==> src/rtl/sine_sequencer_if.sv <==
// Bundle of control, table-write, LUT and DAC signals for sine_sequencer.
// Ports: start/stop pulses, cfg_* table write port, lut_addr/lut_data LUT
//   access, dac_code/dac_valid sample output, busy/note_idx/done status.
//   slave = the sequencer side, master = the environment side.

interface sine_sequencer_if #(
    parameter int PHASE_W = 16,
    parameter int ADDR_W  = 6,
    parameter int DATA_W  = 10
);
    logic                start;
    logic                stop;
    logic                cfg_we;
    logic [1:0]          cfg_idx;
    logic [PHASE_W-1:0]  cfg_inc;
    logic [15:0]         cfg_len;
    logic [ADDR_W-1:0]   lut_addr;
    logic [DATA_W-2:0]   lut_data;
    logic [DATA_W-1:0]   dac_code;
    logic                dac_valid;
    logic                busy;
    logic [1:0]          note_idx;
    logic                done;

    modport slave (
        input  start, stop, cfg_we, cfg_idx, cfg_inc, cfg_len,
        input  lut_data,
        output lut_addr, dac_code, dac_valid, busy, note_idx, done
    );

    modport master (
        output start, stop, cfg_we, cfg_idx, cfg_inc, cfg_len,
        output lut_data,
        input  lut_addr, dac_code, dac_valid, busy, note_idx, done
    );
endinterface

==> src/rtl/sine_sequencer.sv <==
// Tone-table sequencer: steps a phase accumulator once per sample tick,
// addresses a quarter-wave LUT and folds the magnitude into an
// offset-binary DAC code. Up to four notes (inc, len) play in order.
// Ports: clk, reset (sync, active high), bus (sine_sequencer_if.slave):
//   start/stop, cfg_we/cfg_idx/cfg_inc/cfg_len, lut_addr -> lut_data,
//   dac_code/dac_valid, busy, note_idx, done.
// Build option SINE_SEQ_LOOP_EN: wrap to the first non-empty note after
//   the last one instead of finishing (busy until stop/reset).

module sine_sequencer #(
    parameter int SAMPLE_DIV = 375,
    parameter int PHASE_W    = 16,
    parameter int ADDR_W     = 6,
    parameter int DATA_W     = 10
) (
    input  logic            clk,
    input  logic            reset,
    sine_sequencer_if.slave bus
);

    localparam int DIV_W = (SAMPLE_DIV > 1) ? $clog2(SAMPLE_DIV) : 1;
    localparam logic [DIV_W-1:0] DIV_LAST = DIV_W'(SAMPLE_DIV - 1);
    localparam logic [DATA_W-1:0] MID_HI = DATA_W'(1 << (DATA_W - 1));
    localparam logic [DATA_W-1:0] MID_LO = DATA_W'((1 << (DATA_W - 1)) - 1);

    typedef enum logic [1:0] {
        S_IDLE,
        S_PLAY,
        S_FINISH
    } state_t;

    state_t state;
    state_t state_nx;

    logic [PHASE_W-1:0] tbl_inc [4];
    logic [15:0]        tbl_len [4];

    logic [PHASE_W-1:0] phase;
    logic [DIV_W-1:0]   div_cnt;
    logic [15:0]        remain;
    logic [1:0]         note_q;
    logic               drain;

    logic [1:0]         quad;
    logic [ADDR_W-1:0]  idx;

    logic [ADDR_W-1:0]  addr_q;
    logic               s1_vld;
    logic               s1_neg;
    logic               s2_vld;
    logic               s2_neg;
    logic [DATA_W-1:0]  code_q;
    logic               vld_q;
    logic               done_q;

    logic               first_ok;
    logic [1:0]         first_idx;
    logic               next_ok;
    logic [1:0]         next_idx;

    logic               tick;
    logic               issue;
    logic               go;
    logic               fin_done;

    assign quad = phase[PHASE_W-1 -: 2];
    assign idx  = phase[PHASE_W-3 -: ADDR_W];

    // Lowest-numbered non-empty entry.
    always_comb begin
        first_ok  = 1'b0;
        first_idx = 2'd0;
        for (int i = 3; i >= 0; i--) begin
            if (tbl_len[2'(i)] != 16'd0) begin
                first_ok  = 1'b1;
                first_idx = 2'(i);
            end
        end
    end

    // Next non-empty entry after the current note.
    always_comb begin
        next_ok  = 1'b0;
        next_idx = 2'd0;
        for (int i = 3; i >= 0; i--) begin
            if (i > int'(note_q) && tbl_len[2'(i)] != 16'd0) begin
                next_ok  = 1'b1;
                next_idx = 2'(i);
            end
        end
`ifdef SINE_SEQ_LOOP_EN
        if (!next_ok) begin
            next_ok  = first_ok;
            next_idx = first_idx;
        end
`endif
    end

    assign tick  = (state == S_PLAY) && (div_cnt == DIV_LAST);
    assign issue = tick && !bus.stop;

    always_ff @(posedge clk) begin
        if (reset) begin
            state <= S_IDLE;
        end else begin
            state <= state_nx;
        end
    end

    // FINISH holds two cycles so the last sample leaves the
    // LUT pipeline in the same cycle that done pulses.
    always_comb begin
        state_nx = state;
        go       = 1'b0;
        fin_done = 1'b0;
        if (bus.stop) begin
            state_nx = S_IDLE;
        end else begin
            unique case (state)
                S_IDLE: begin
                    if (bus.start) begin
                        go       = 1'b1;
                        state_nx = first_ok ? S_PLAY : S_FINISH;
                    end
                end
                S_PLAY: begin
                    if (tick && remain == 16'd1 && !next_ok) begin
                        state_nx = S_FINISH;
                    end
                end
                S_FINISH: begin
                    if (drain) begin
                        state_nx = S_IDLE;
                        fin_done = 1'b1;
                    end
                end
                default: state_nx = S_IDLE;
            endcase
        end
    end

    always_ff @(posedge clk) begin
        if (reset) begin
            for (int i = 0; i < 4; i++) begin
                tbl_inc[i] <= '0;
                tbl_len[i] <= '0;
            end
            phase   <= '0;
            div_cnt <= '0;
            remain  <= '0;
            note_q  <= '0;
            drain   <= 1'b0;
            addr_q  <= '0;
            s1_vld  <= 1'b0;
            s1_neg  <= 1'b0;
            s2_vld  <= 1'b0;
            s2_neg  <= 1'b0;
            code_q  <= MID_HI;
            vld_q   <= 1'b0;
            done_q  <= 1'b0;
        end else begin
            if (state == S_IDLE && bus.cfg_we) begin
                tbl_inc[bus.cfg_idx] <= bus.cfg_inc;
                tbl_len[bus.cfg_idx] <= bus.cfg_len;
            end

            drain <= (state == S_FINISH) && !drain && !bus.stop;

            if (go) begin
                phase   <= '0;
                div_cnt <= '0;
                remain  <= tbl_len[first_idx];
                if (first_ok) begin
                    note_q <= first_idx;
                end
            end else if (state == S_PLAY) begin
                div_cnt <= tick ? '0 : div_cnt + 1'b1;
            end

            // Odd quadrants walk the quarter wave backwards,
            // the upper half of the cycle is negative.
            if (issue) begin
                addr_q <= quad[0] ? ~idx : idx;
                s1_neg <= quad[1];
                phase  <= phase + tbl_inc[note_q];
                if (remain == 16'd1) begin
                    if (next_ok) begin
                        note_q <= next_idx;
                        remain <= tbl_len[next_idx];
                    end
                end else begin
                    remain <= remain - 16'd1;
                end
            end

            s1_vld <= issue;
            s2_vld <= s1_vld && !bus.stop;
            s2_neg <= s1_neg;
            vld_q  <= s2_vld && !bus.stop;
            done_q <= fin_done;

            if (bus.stop || done_q) begin
                code_q <= MID_HI;
            end else if (s2_vld) begin
                code_q <= s2_neg ? MID_LO - {1'b0, bus.lut_data}
                                 : MID_HI + {1'b0, bus.lut_data};
            end
        end
    end

    assign bus.lut_addr  = addr_q;
    assign bus.dac_code  = code_q;
    assign bus.dac_valid = vld_q;
    assign bus.busy      = (state != S_IDLE);
    assign bus.note_idx  = note_q;
    assign bus.done      = done_q;

endmodule
==> src/flat_wrapper.sv <==
// flat-port wrapper written by rule: the top's interface ports become plain ports
module sine_sequencer_flat 
#(
    parameter int SAMPLE_DIV = 375,
    parameter int PHASE_W    = 16,
    parameter int ADDR_W     = 6,
    parameter int DATA_W     = 10
)
  (clk, reset, bus_start, bus_stop, bus_cfg_we, bus_cfg_idx, bus_cfg_inc, bus_cfg_len, bus_lut_data, bus_lut_addr, bus_dac_code, bus_dac_valid, bus_busy, bus_note_idx, bus_done);
  sine_sequencer_if #(.PHASE_W(PHASE_W), .ADDR_W(ADDR_W), .DATA_W(DATA_W)) bus_i ();
  input  logic clk;
  input  logic reset;
  input wire logic [$bits(bus_i.start)-1:0] bus_start;
  input wire logic [$bits(bus_i.stop)-1:0] bus_stop;
  input wire logic [$bits(bus_i.cfg_we)-1:0] bus_cfg_we;
  input wire logic [$bits(bus_i.cfg_idx)-1:0] bus_cfg_idx;
  input wire logic [$bits(bus_i.cfg_inc)-1:0] bus_cfg_inc;
  input wire logic [$bits(bus_i.cfg_len)-1:0] bus_cfg_len;
  input wire logic [$bits(bus_i.lut_data)-1:0] bus_lut_data;
  output wire logic [$bits(bus_i.lut_addr)-1:0] bus_lut_addr;
  output wire logic [$bits(bus_i.dac_code)-1:0] bus_dac_code;
  output wire logic [$bits(bus_i.dac_valid)-1:0] bus_dac_valid;
  output wire logic [$bits(bus_i.busy)-1:0] bus_busy;
  output wire logic [$bits(bus_i.note_idx)-1:0] bus_note_idx;
  output wire logic [$bits(bus_i.done)-1:0] bus_done;
  assign bus_i.start = bus_start;
  assign bus_i.stop = bus_stop;
  assign bus_i.cfg_we = bus_cfg_we;
  assign bus_i.cfg_idx = bus_cfg_idx;
  assign bus_i.cfg_inc = bus_cfg_inc;
  assign bus_i.cfg_len = bus_cfg_len;
  assign bus_i.lut_data = bus_lut_data;
  assign bus_lut_addr = bus_i.lut_addr;
  assign bus_dac_code = bus_i.dac_code;
  assign bus_dac_valid = bus_i.dac_valid;
  assign bus_busy = bus_i.busy;
  assign bus_note_idx = bus_i.note_idx;
  assign bus_done = bus_i.done;
  sine_sequencer #(.SAMPLE_DIV(SAMPLE_DIV), .PHASE_W(PHASE_W), .ADDR_W(ADDR_W), .DATA_W(DATA_W)) u_core (.clk(clk), .reset(reset), .bus(bus_i));
endmodule
==> config.mk <==
export PLATFORM = sky130hd
export DESIGN_NAME = sine_sequencer_flat
export DESIGN_NICKNAME = d
export VERILOG_FILES = /design/src/rtl/sine_sequencer_if.sv /design/src/rtl/sine_sequencer.sv /design/src/flat_wrapper.sv
export SDC_FILE = /design/constraint.sdc
export NUM_CORES = 1
export LEC_CHECK = 0
export ABC_AREA = 1
export CAP_MARGIN = 5
export CELL_PAD_IN_SITES_DETAIL_PLACEMENT = 1
export CELL_PAD_IN_SITES_GLOBAL_PLACEMENT = 2
export CORE_ASPECT_RATIO = 1.4
export CORE_MARGIN = 2
export CORE_UTILIZATION = 30
export DETAILED_ROUTE_END_ITERATION = 7
export GPL_TIMING_DRIVEN = 0
export HOLD_SLACK_MARGIN = 0.02
export PLACE_DENSITY = 0.74
export SETUP_SLACK_MARGIN = 0.5
export SYNTH_ARGS = -nofsm -noshare
export SYNTH_HDL_FRONTEND = slang
export SYNTH_SLANG_ARGS = --single-unit
==> constraint.sdc <==
create_clock -name clk -period 11.4 [get_ports clk]
set_clock_uncertainty 0.1 [all_clocks]
set_input_delay 2.85 -clock clk [delete_from_list [all_inputs] [get_ports clk]]
set_output_delay 2.85 -clock clk [all_outputs]
set_load 0.005 [all_outputs]
==> summary.txt, run 1 <==
Outcome -> complete, no violations
All-Layer GR Usage -> 19.7%
Most used DFF post-synth -> edfxtp_1
Area leader, netlist -> edfxtp_1
Port Buffer Count -> 68
Tcrit/Tclk final -> 48.9%
Placed inst area -> 0.0119 mm^2
Post-CTS Hold Buffers -> 0
Fraction of layout cells with a size suffix above 1 -> 8.17%
Pre-CTS setup slack -> 5.25 ns
IO Pins -> 69
Routed vias -> 9,198
Asr flop ratio synth -> 0%
Cell variety after synth -> 48
Synth top area share -> 36.4%
Leak pwr -> 0.00508 uW
Clock network power share -> 40.6%
Final Slew Violations -> 0
Clock Path Buffers -> 2
Final hold violations -> 0
RSZ-0062 raised after global routing -> no
Post-synth EDFFs -> 128
Wire per inst -> 18.8 um
1st-iter DRT viols -> 500
DP HPWL -> 26,800 um
Core area -> 0.0349 mm^2
Die H -> 226 um
Vias per cell -> 4.93
Met3 usage -> 2.53%
P_int -> 1180 uW
Worst Setup End Kind -> flop
Sw Share -> 27.5%
CTS resizes -> 0
Hold crit path type -> reg2reg
Row count -> 81
Req. time, crit path -> 11.38 ns
Combinational group share of total power -> 10.0%
Setup-failing EPs final -> 0
Syn avg cell area -> 8.09 um^2
Number of global-route vias before repair -> 9,754
DRC viols -> 0
Busiest grt layer -> met2
Die Area -> 0.0368 mm^2
Nets -> 1,463
Fin Setup TNS -> 0 ns
Max frequency -> 179 MHz
Met2 usage -> 36.7%
Max cap viols -> 0
Worst setup margin -> 5.82 ns
Pwr Density -> 131 mW/mm^2
Final min period -> 5.58 ns
Clk pin slew, worst setup/hold paths -> 0.08 ns
RePlAce Congestion -> 0.847
Area Overhead vs Synth -> 18.4%
Post-CTS Setup Bufs -> 0
Post-synthesis sequential area ratio -> 49.2%
Antenna Nets Post-Route -> 0
Switching power -> 450 uW
Synthesized Nets -> 1,374
Slew @ Worst Pin -> 0.939 ns
Maximum vdd drop -> 0.0833 mV
Design area -> 0.0125 mm^2
First-pass GRT wire length -> 54,800 um
H-Tree Depth -> 4
Starting Density -> 30.3%
Kind of critical path -> in2reg
Die Span X -> 163 um
Initial DRT Pass Iterations -> 4
Arrival time worst endpoint -> 5.56 ns
Yosys reg bits -> 196
Final Power -> 1630 uW
Total wire length -> 35,000 um
Initial antenna violation count -> 0
Inserted Diodes -> 0
Root Buffer -> clkbuf_16
CTS Buf Count -> 17
Startpoint types -> input port
Ranking of synthesized cells by area -> edfxtp_1 (36%), dfxtp_1 (13%), nor2_1 (8.4%)
Slew margin rel. -> 37.2%
Largest net degree at the start of global routing -> 33
Worst-path fanout max -> 32
CTS sink cnt -> 196
Netlist Area Pre-Place -> 0.0106 mm^2
Mapped Cells -> 1,306
Reg power frac -> 49.4%
Skew-Pair Late Insertion Delay -> 0.46 ns
Ys Warns -> 0
Total grt overflow -> 0
Met1 Resource Use GR -> 23.8%
CTS tree -> yes
-- stage by stage --
step	instances	hold WS [ns]	util, %
floorplan	1306	0.300	-
global placement	1830	0.313	33.9
detailed placement	1832	0.313	34.1
CTS	1864	0.315	35.9
global route	1864	0.347	35.9
finish	1864	0.318	35.9
-- cells in the mapped netlist, drive strengths merged, types with 2 or more instances --
master    n
nand4     8
nand2   229
o21bai    2
a21oi    83
inv     150
a21boi    5
ha       19
dfxtp    68
nand3   115
nor3     28
clkbuf   23
buf      24
edfxtp  128
xnor2    15
nor2    244
a32o      2
o211ai    7
nand3b    7
o31ai     3
o21ai    98
or2      11
xor2      6
a211oi    2
o22ai     3
a31oi     2
a22oi    16
clkinv    3
-- cells in the final DEF (no fill, tap or decap), types with 4 or more instances in the layout --
cell and count:
ha_1 19, o21ai_1 15, a21boi_1 4, nand2_1 210, inv_8 5, nor2_1 236
o21ai_0 82, nor2_2 5, o211ai_1 7, nand3b_1 7, xor2_1 6, nand2_2 13
edfxtp_1 128, a21oi_1 83, inv_1 135, or2_2 11, clkbuf_1 24, buf_2 8
clkdlybuf4s50_1 68, clkinv_8 4, nand3_1 111, xnor2_1 15, nand4_1 8, clkbuf_16 17
nand3_2 4, inv_2 15, dfxtp_1 68, buf_1 4, nand2_4 4, a22oi_1 16
nor3_1 25, buf_6 8, buf_4 4
-- routing by layer --
layer / vias to the layer above / wire, um
met2: 124 / 18200
li1: 4506 / -
met3: 34 / 773
met4: 0 / 616
met1: 4534 / 15400
met5: - / 0
-- worst max-delay path, cell delays in order --
cell             delay [ns]
clkdlybuf4s50_1        0.56
clkbuf_1               0.51
clkinv_1               0.53
buf_4                  0.37
nand2_2                0.71
-- registers in the layout, indices dropped and copies added, names as in the netlist, 2 cells and up --
signal	cells
u_core.tbl_inc	64
u_core.tbl_len	64
u_core.phase	16
u_core.remain	16
u_core.bus.dac_code	10
u_core.div_cnt	9
u_core.bus.lut_addr	6
u_core.bus.note_idx	2
u_core.state	2
-- path summary, 6_finish.rpt --
kind,start,slack (ns),end,cells after the start
worst min register to register,u_core.s1_vld$_SDFF_PP0_,0.32,u_core.s2_vld$_SDFF_PP0_,2
worst min-delay path,u_core.s1_vld$_SDFF_PP0_,0.32,u_core.s2_vld$_SDFF_PP0_,2
worst max-delay path,reset,5.82,u_core.tbl_len[2][0]$_SDFFCE_PN0P_,5
worst max register to register,u_core.bus.note_idx[1]$_SDFF_PP0_,7.33,u_core.phase[9]$_SDFFE_PP0P_,14
-- power by group through the flow --
stage | clock network (uW) | logic [uW] | registers (uW)
after floorplan | 0 | 97.6 | 816
after global placement | 0 | 159 | 824
after detailed placement | 0 | 164 | 824
after CTS | 676 | 165 | 807
after global routing | 699 | 184 | 811
final | 663 | 163 | 807
-- area by class of cell --
cell class                      count  area (um^2)
Clock buffer                       19          433
Buffer                             47          263
Clock inverter                     13          199
Tap cell                          456          571
Sequential cell                   196         5200
Inverter                          153          574
Timing Repair Buffer               70          723
Fill cell                        4241        22300
Multi-Input combinational cell    910         4550
-- kinds of logic after synthesis --
| family | count (synthesis) | share of synthesized area (%) |
|---|---|---|
| XOR/XNOR | 21 | 1.74 |
| adder cells (fa/ha/maj) | 20 | 2.44 |
| buffers and inverters | 200 | 7.92 |
| flip-flops | 196 | 49.2 |
| AO/OA/AOI/OAI | 224 | 11.6 |
| AND/OR/NAND/NOR | 645 | 27.0 |
No activity file was read; power rests on OpenSTA's default activity.
==> run 2, diff against run 1 <==
==> constraint.sdc (replaced) <==
create_clock -name clk -period 5.7 [get_ports clk]
set_clock_uncertainty 0.1 [all_clocks]
set_input_delay 1.425 -clock clk [delete_from_list [all_inputs] [get_ports clk]]
set_output_delay 1.425 -clock clk [all_outputs]
set_load 0.005 [all_outputs]
==> results of run 2 <==
Same layout as run 1 (identical final DEF). Status: complete, no violations.
Main changes from that run: setup slack after placement 5.25 ns -> 0.976 ns; setup slack after layout 5.82 ns -> 1.55 ns; register-to-register setup slack 7.33 ns -> 1.63 ns; total power 1630 uW -> 3270 uW; worst IR drop on VDD 0.0833 mV -> 0.167 mV
==> variant 1, RTL diff (config.mk and constraints of run 2) <==
The 3 states of `state_t` get a one-hot encoding in 3 bits.
--- a/src/rtl/sine_sequencer.sv
+++ b/src/rtl/sine_sequencer.sv
@@ -23,10 +23,10 @@
     localparam logic [DATA_W-1:0] MID_HI = DATA_W'(1 << (DATA_W - 1));
     localparam logic [DATA_W-1:0] MID_LO = DATA_W'((1 << (DATA_W - 1)) - 1);
 
-    typedef enum logic [1:0] {
-        S_IDLE,
-        S_PLAY,
-        S_FINISH
+    typedef enum logic [2:0] {
+        S_IDLE   = 3'b001,
+        S_PLAY   = 3'b010,
+        S_FINISH = 3'b100
     } state_t;
 
     state_t state;
Check against the original RTL: same outputs for any inputs over 4 cycles, from zero or initial values and one cycle with reset high; so few cycles prove little.
==> variant 1 against run 2 <==
- cell area grew 0.25%
- area after synthesis grew 0.31%
- critical path depth increased by 9
- total power fell by 0.25%
- routed wire length rose by 1.2%
- hold slack worse by 0.0012 ns
- sequential cell count rose by 1
- worst setup slack worse by 0.11 ns
- via count increased by 0.21%
- largest cell class unchanged
==> variant 1: results (changes against run 2) <==
hold_ws=0.3165 ns (-0.001151 ns); clk root buf=clkbuf_16; CP max-delay cell=nor2_1; GPL Wtd Cong=0.8213 (-3.0%); Slew @ Worst Pin=0.9335 ns (-0.005105 ns); Async S/R FF share, synth=0% (unchanged); Post-synth EDFFs=128 (unchanged); CP max FO=10 (-69%); worst-skew pair later-pin latency=approximately 0.47 ns; Nets=1,509 (+3.1%); commonest non-fill, non-tap cell in the layout=nor2_1; PortBufs=68 (unchanged); Yosys top cell area share=36.26% (-0.11 points); CTS buffer count=17 (unchanged); post-CTS setup buffer count=0 (unchanged); WP data arrival=4.49 ns (+0.35 ns); share of cells above drive strength 1=6.396% (-1.8 points); sw frac=28.24% (+0.70 points); vias in the first global route=9,749 (-0.051%); Slowest Stage Delay on Critical Path=0.53 ns (-0.18 ns); global-route wire length before repair=55,610 um (+1.5%); Worst IR Drop VDD=0.0001365 V (-18%); Lkg Pwr=0.005182 uW (+1.9%); DR iter-0 viols=467 (-6.6%); outcome=complete, no violations; antenna violations before repair=0 (unchanged); synth warn=0 (unchanged); Tightest Hold Check Type=reg -> reg; fin crit share=74.78% (+2.0 points); clk buf depth=2 (unchanged); ys flop type=edfxtp_1; Post-synth top cells=261 x nor2_1, 245 x nand2_1, 163 x inv_1; Reg2Reg Setup Slack=1.44 ns (-0.19 ns); Largest regs=u_core.tbl_inc: 64 flops, u_core.tbl_len: 64 flops; post-cts resize count=0 (unchanged); Yosys cell types=47 (-2.1%); cell family with most CP delay=compound AO/OA/AOI/OAI gates; H-tree depth=4 (unchanged); Setup Slack @ Placement=1.221 ns (+0.2451 ns); largest net degree at the start of global routing=33 (unchanged); via/cell ratio=4.826 (-2.2%); clk slew on worst S/H paths=0.08 ns (about the same); top area cells in the synthesized netlist=edfxtp_1 36%, dfxtp_1 13%, nor2_1 9.2%; GRT Overall Usage=20.01% (+0.26 points); detailed placement HPWL=27,670 um (+3.4%); Detailed Route WL=35,470 um (+1.2%); dpl cell area=11,920 sq um (+0.27%); syn nets=1,420 (+3.3%); sequential fraction of the synthesis area=49.29% (about the same); Diodes inserted=0 (unchanged); Detailed Routing Iterations Pass 1=4 (unchanged)
variant 1: changes by cell type in the layout (fill, tap and decap cells not counted), moves of 6 or more:
cell	run 2	this run
buf_2	8	18
a21oi_1	83	104
nor3_1	25	31
nor2_1	236	261
inv_2	15	5
nand2_1	210	242
inv_1	135	163
o21ai_1	15	2
nand3_1	111	87
nand3b_1	7	1
variant 1: area by class of cell:
| type | instances | area (sq um) |
|---|---|---|
| Fill cell | 4262 | 22320 |
| Sequential cell | 197 | 5225 |
| Multi-Input combinational cell | 937 | 4527 |
| Timing Repair Buffer | 70 | 723.2 |
| Inverter | 169 | 634.4 |
| Tap cell | 456 | 570.5 |
| Clock buffer | 17 | 425.4 |
| Buffer | 49 | 236.5 |
| Clock inverter | 15 | 205.2 |
variant 1: cell families (layout without fill, tap and decap cells):
family / count (synthesis) / in the layout / share of synthesized area [%]
fa+ha+maj: 20 / 20 / 2.431
xor+xnor: 21 / 21 / 1.735
flops: 197 / 197 / 49.29
buf+inv: 218 / 320 / 8.214
simple gates: 667 / 667 / 26.64
compound gates: 229 / 229 / 11.70
variant 1: power groups by stage:
stage | registers (uW) | clock network [uW] | logic, uW
floorplan | 1630 | 0 | 199
global placement | 1650 | 0 | 323
detailed placement | 1650 | 0 | 333
CTS | 1620 | 1340 | 336
global route | 1620 | 1390 | 370
finish | 1620 | 1310 | 330
variant 1: stage by stage:
step                utilization, %  cells
floorplan                        -   1352
global placement             34.00   1876
detailed placement           34.18   1878
CTS                          35.99   1910
global route                 35.99   1910
finish                       35.99   1910
variant 1: path summary, 6_finish.rpt:
kind / start / end / cells past startpoint
hold reg to reg: u_core.s1_vld$_SDFF_PP0_ / u_core.s2_vld$_SDFF_PP0_ / 2
setup / recovery: u_core.bus.note_idx[1]$_SDFF_PP0_ / u_core.phase[9]$_SDFFE_PP0P_ / 14
hold / removal: u_core.s1_vld$_SDFF_PP0_ / u_core.s2_vld$_SDFF_PP0_ / 2
setup reg to reg: u_core.bus.note_idx[1]$_SDFF_PP0_ / u_core.phase[9]$_SDFFE_PP0P_ / 14
variant 1: layer usage:
layer | track usage, % | share of wire (%) | vias up | wire [um]
met4 | 5.938 | 2.1 | 0 | 745
li1 | - | - | 4622 | -
met2 | 36.74 | 51 | 118 | 18210
met3 | 2.780 | 2.0 | 43 | 721
met5 | 0 | 0 | - | 0
met1 | 24.11 | 45 | 4434 | 15790
variant 1: worst register-to-register path, delay by kind of cell (launching register included):
family	cells	cell delay (ns)
compound gates	5	1.22
fa+ha+maj	1	0.32
buf+inv	3	0.86
flops	1	0.51
simple gates	5	1.12
==> variant 2, RTL diff (config.mk and constraints of run 2) <==
Without the edit above. `ADDR_W` is set to 6 in 3 places; all go to 5.
--- a/src/rtl/sine_sequencer_if.sv
+++ b/src/rtl/sine_sequencer_if.sv
@@ -5,7 +5,7 @@
 
 interface sine_sequencer_if #(
     parameter int PHASE_W = 16,
-    parameter int ADDR_W  = 6,
+    parameter int ADDR_W  = 5,
     parameter int DATA_W  = 10
 );
     logic                start;
--- a/src/rtl/sine_sequencer.sv
+++ b/src/rtl/sine_sequencer.sv
@@ -10,7 +10,7 @@
 module sine_sequencer #(
     parameter int SAMPLE_DIV = 375,
     parameter int PHASE_W    = 16,
-    parameter int ADDR_W     = 6,
+    parameter int ADDR_W     = 5,
     parameter int DATA_W     = 10
 ) (
     input  logic            clk,
--- a/src/flat_wrapper.sv
+++ b/src/flat_wrapper.sv
@@ -3,7 +3,7 @@
 #(
     parameter int SAMPLE_DIV = 375,
     parameter int PHASE_W    = 16,
-    parameter int ADDR_W     = 6,
+    parameter int ADDR_W     = 5,
     parameter int DATA_W     = 10
 )
   (clk, reset, bus_start, bus_stop, bus_cfg_we, bus_cfg_idx, bus_cfg_inc, bus_cfg_len, bus_lut_data, bus_lut_addr, bus_dac_code, bus_dac_valid, bus_busy, bus_note_idx, bus_done);
Interface: changed (resized bus_lut_addr); port bits go from 69 to 68. No check against the original RTL was run, so the function may have changed too.
==> variant 2 against run 2 <==
- via count down 0.71%
- cell area grew 1.0%
- sequential share of layout area decreased by 0.57 points
- area after synthesis is 0.98% higher
- sequential cell count decreased by 1
- fmax is 0.62% higher
- worst setup slack better by 0.026 ns
- total power up 0.69%
- routed wire length shrank 1.7%
- global-route usage fell by 0.38 points
- largest power group unchanged
==> variant 2: results (changes against run 2) <==
area grow syn2layout=18.44% (about the same); clk slew on worst S/H paths=0.08 ns (about the same); Detailed Routing Iterations Pass 1=5 (+1); vias in the first global route=9,624 (-1.3%); worst-skew pair later-pin latency=0.48 ns (+0.02 ns); Non-clock buffers=116 (-0.85%); Reg-to-Reg End=u_core.phase[11]$_SDFFE_PP0P_; antenna violations before repair=0 (unchanged); Setup Slack @ Placement=1.039 ns (+0.06319 ns); GRT Overall Usage=19.36% (-0.38 points); area of the multi-input gates=4636 sq um (+1.9%); syn nets=1,386 (+0.87%); Final non-clock buffer share=7.750% (-0.13 points); CTS buffer count=17 (unchanged); DR iter-0 viols=355 (-29%); outcome=complete, no violations; Detailed Route WL=34,450 um (-1.7%); dpl cell area=11,980 sq um (+0.79%); R2R cell count=15 (+1); inverters=161 (+5.2%); global-route wire length before repair=54,030 um (-1.4%); CP max FO=32 (unchanged); post-cts resize count=0 (unchanged); H-tree depth=4 (unchanged); max_slew headroom=36.05% (-1.2 points); # fillers=4,215 (-0.61%); Worst IR Drop VDD=0.0001574 V (-5.5%); Sequential cell area=5185 sq um (-0.38%); Reg2Reg Setup Slack=1.90 ns (+0.27 ns); Diodes inserted=0 (unchanged); top area cells in the synthesized netlist=edfxtp_1 36%, dfxtp_1 13%, nor2_1 8.1%; PortBufs=67 (-1.5%); detailed placement HPWL=26,740 um (about the same); worst r2r src=u_core.bus.note_idx[1]$_SDFF_PP0_; GPL Wtd Cong=0.8423 (-0.52%); Yosys cell types=55 (+15%); drt wl/cell=18.37 um (-2.2%); hold_ws=0.3309 ns (+0.01323 ns); clk root buf=clkbuf_16; Worst Hold Depth=2 (unchanged); Post-synth top cells=229 x nor2_1, 222 x nand2_1, 136 x inv_1; Hold Path End=u_core.s2_vld$_SDFF_PP0_; DR vias=9,133 (-0.71%); syn avg cell area=8.098 sq um (about the same); Final clock-cell share=5.246% (+0.20 points); share of cells above drive strength 1=10.71% (+2.5 points); sequential fraction of the synthesis area=48.58% (-0.67 points); die area=37,120 sq um (+0.96%); synth warn=0 (unchanged); Lkg Pwr=0.005165 uW (+1.6%); WP data arrival=4.12 ns (-0.02 ns); comb_multi_in=915 (+0.55%); placed cell count=1,843 (+0.60%); Nets=1,474 (+0.75%); flops & latches, synth=195 (-0.51%); post-CTS setup buffer count=0 (unchanged)
==> variant 2: worst max-delay path by stage <==
| stage | to | cells past startpoint | slack, ns | start |
|---|---|---|---|---|
| 2_1_floorplan | u_core.tbl_inc[3][0]$_DFFE_PP_ | 2 | 1.21 | bus_cfg_idx[0] |
| 3_3_place_gp | u_core.tbl_len[3][6]$_DFFE_PP_ | 3 | -1.29 | bus_cfg_we |
| 3_5_place_dp | u_core.tbl_len[0][9]$_SDFFCE_PN0P_ | 5 | 1.04 | reset |
| 4_1_cts | u_core.tbl_len[0][5]$_SDFFCE_PN0P_ | 5 | 1.51 | reset |
| 5_1_grt | u_core.tbl_len[1][1]$_SDFFCE_PN0P_ | 7 | 1.44 | bus_cfg_we |
| 6_report | u_core.tbl_len[0][1]$_SDFFCE_PN0P_ | 5 | 1.57 | reset |
==> variant 2: critical path, stage by stage <==
cell             delay [ns]
clkdlybuf4s50_1        0.59
clkbuf_1               0.42
clkinv_1               0.51
buf_2                  0.39
nand2_2                0.75
==> variant 2: report_power, final <==
| group | switching, uW | total [uW] | internal (uW) |
|---|---|---|---|
| clock | 725 | 1360 | 633 |
| combinational | 213 | 323 | 109 |
| sequential | 36.5 | 1610 | 1570 |
| total | 975 | 3290 | 2320 |
==> variant 2: per-layer routing <==
metal	global-route usage, %	up-vias	wire, um
met5	0	-	0
met4	7.194	0	896
met3	2.387	47	918
met2	34.45	141	17310
met1	23.90	4401	15320
li1	-	4544	-
==> variant 2: kinds of logic after synthesis <==
kind of cell	count (synthesis)	share of synthesized area [%]
compound gates	224	12.09
flops	195	48.58
simple gates	653	27.26
xor+xnor	18	1.477
buf+inv	208	8.183
fa+ha+maj	20	2.415
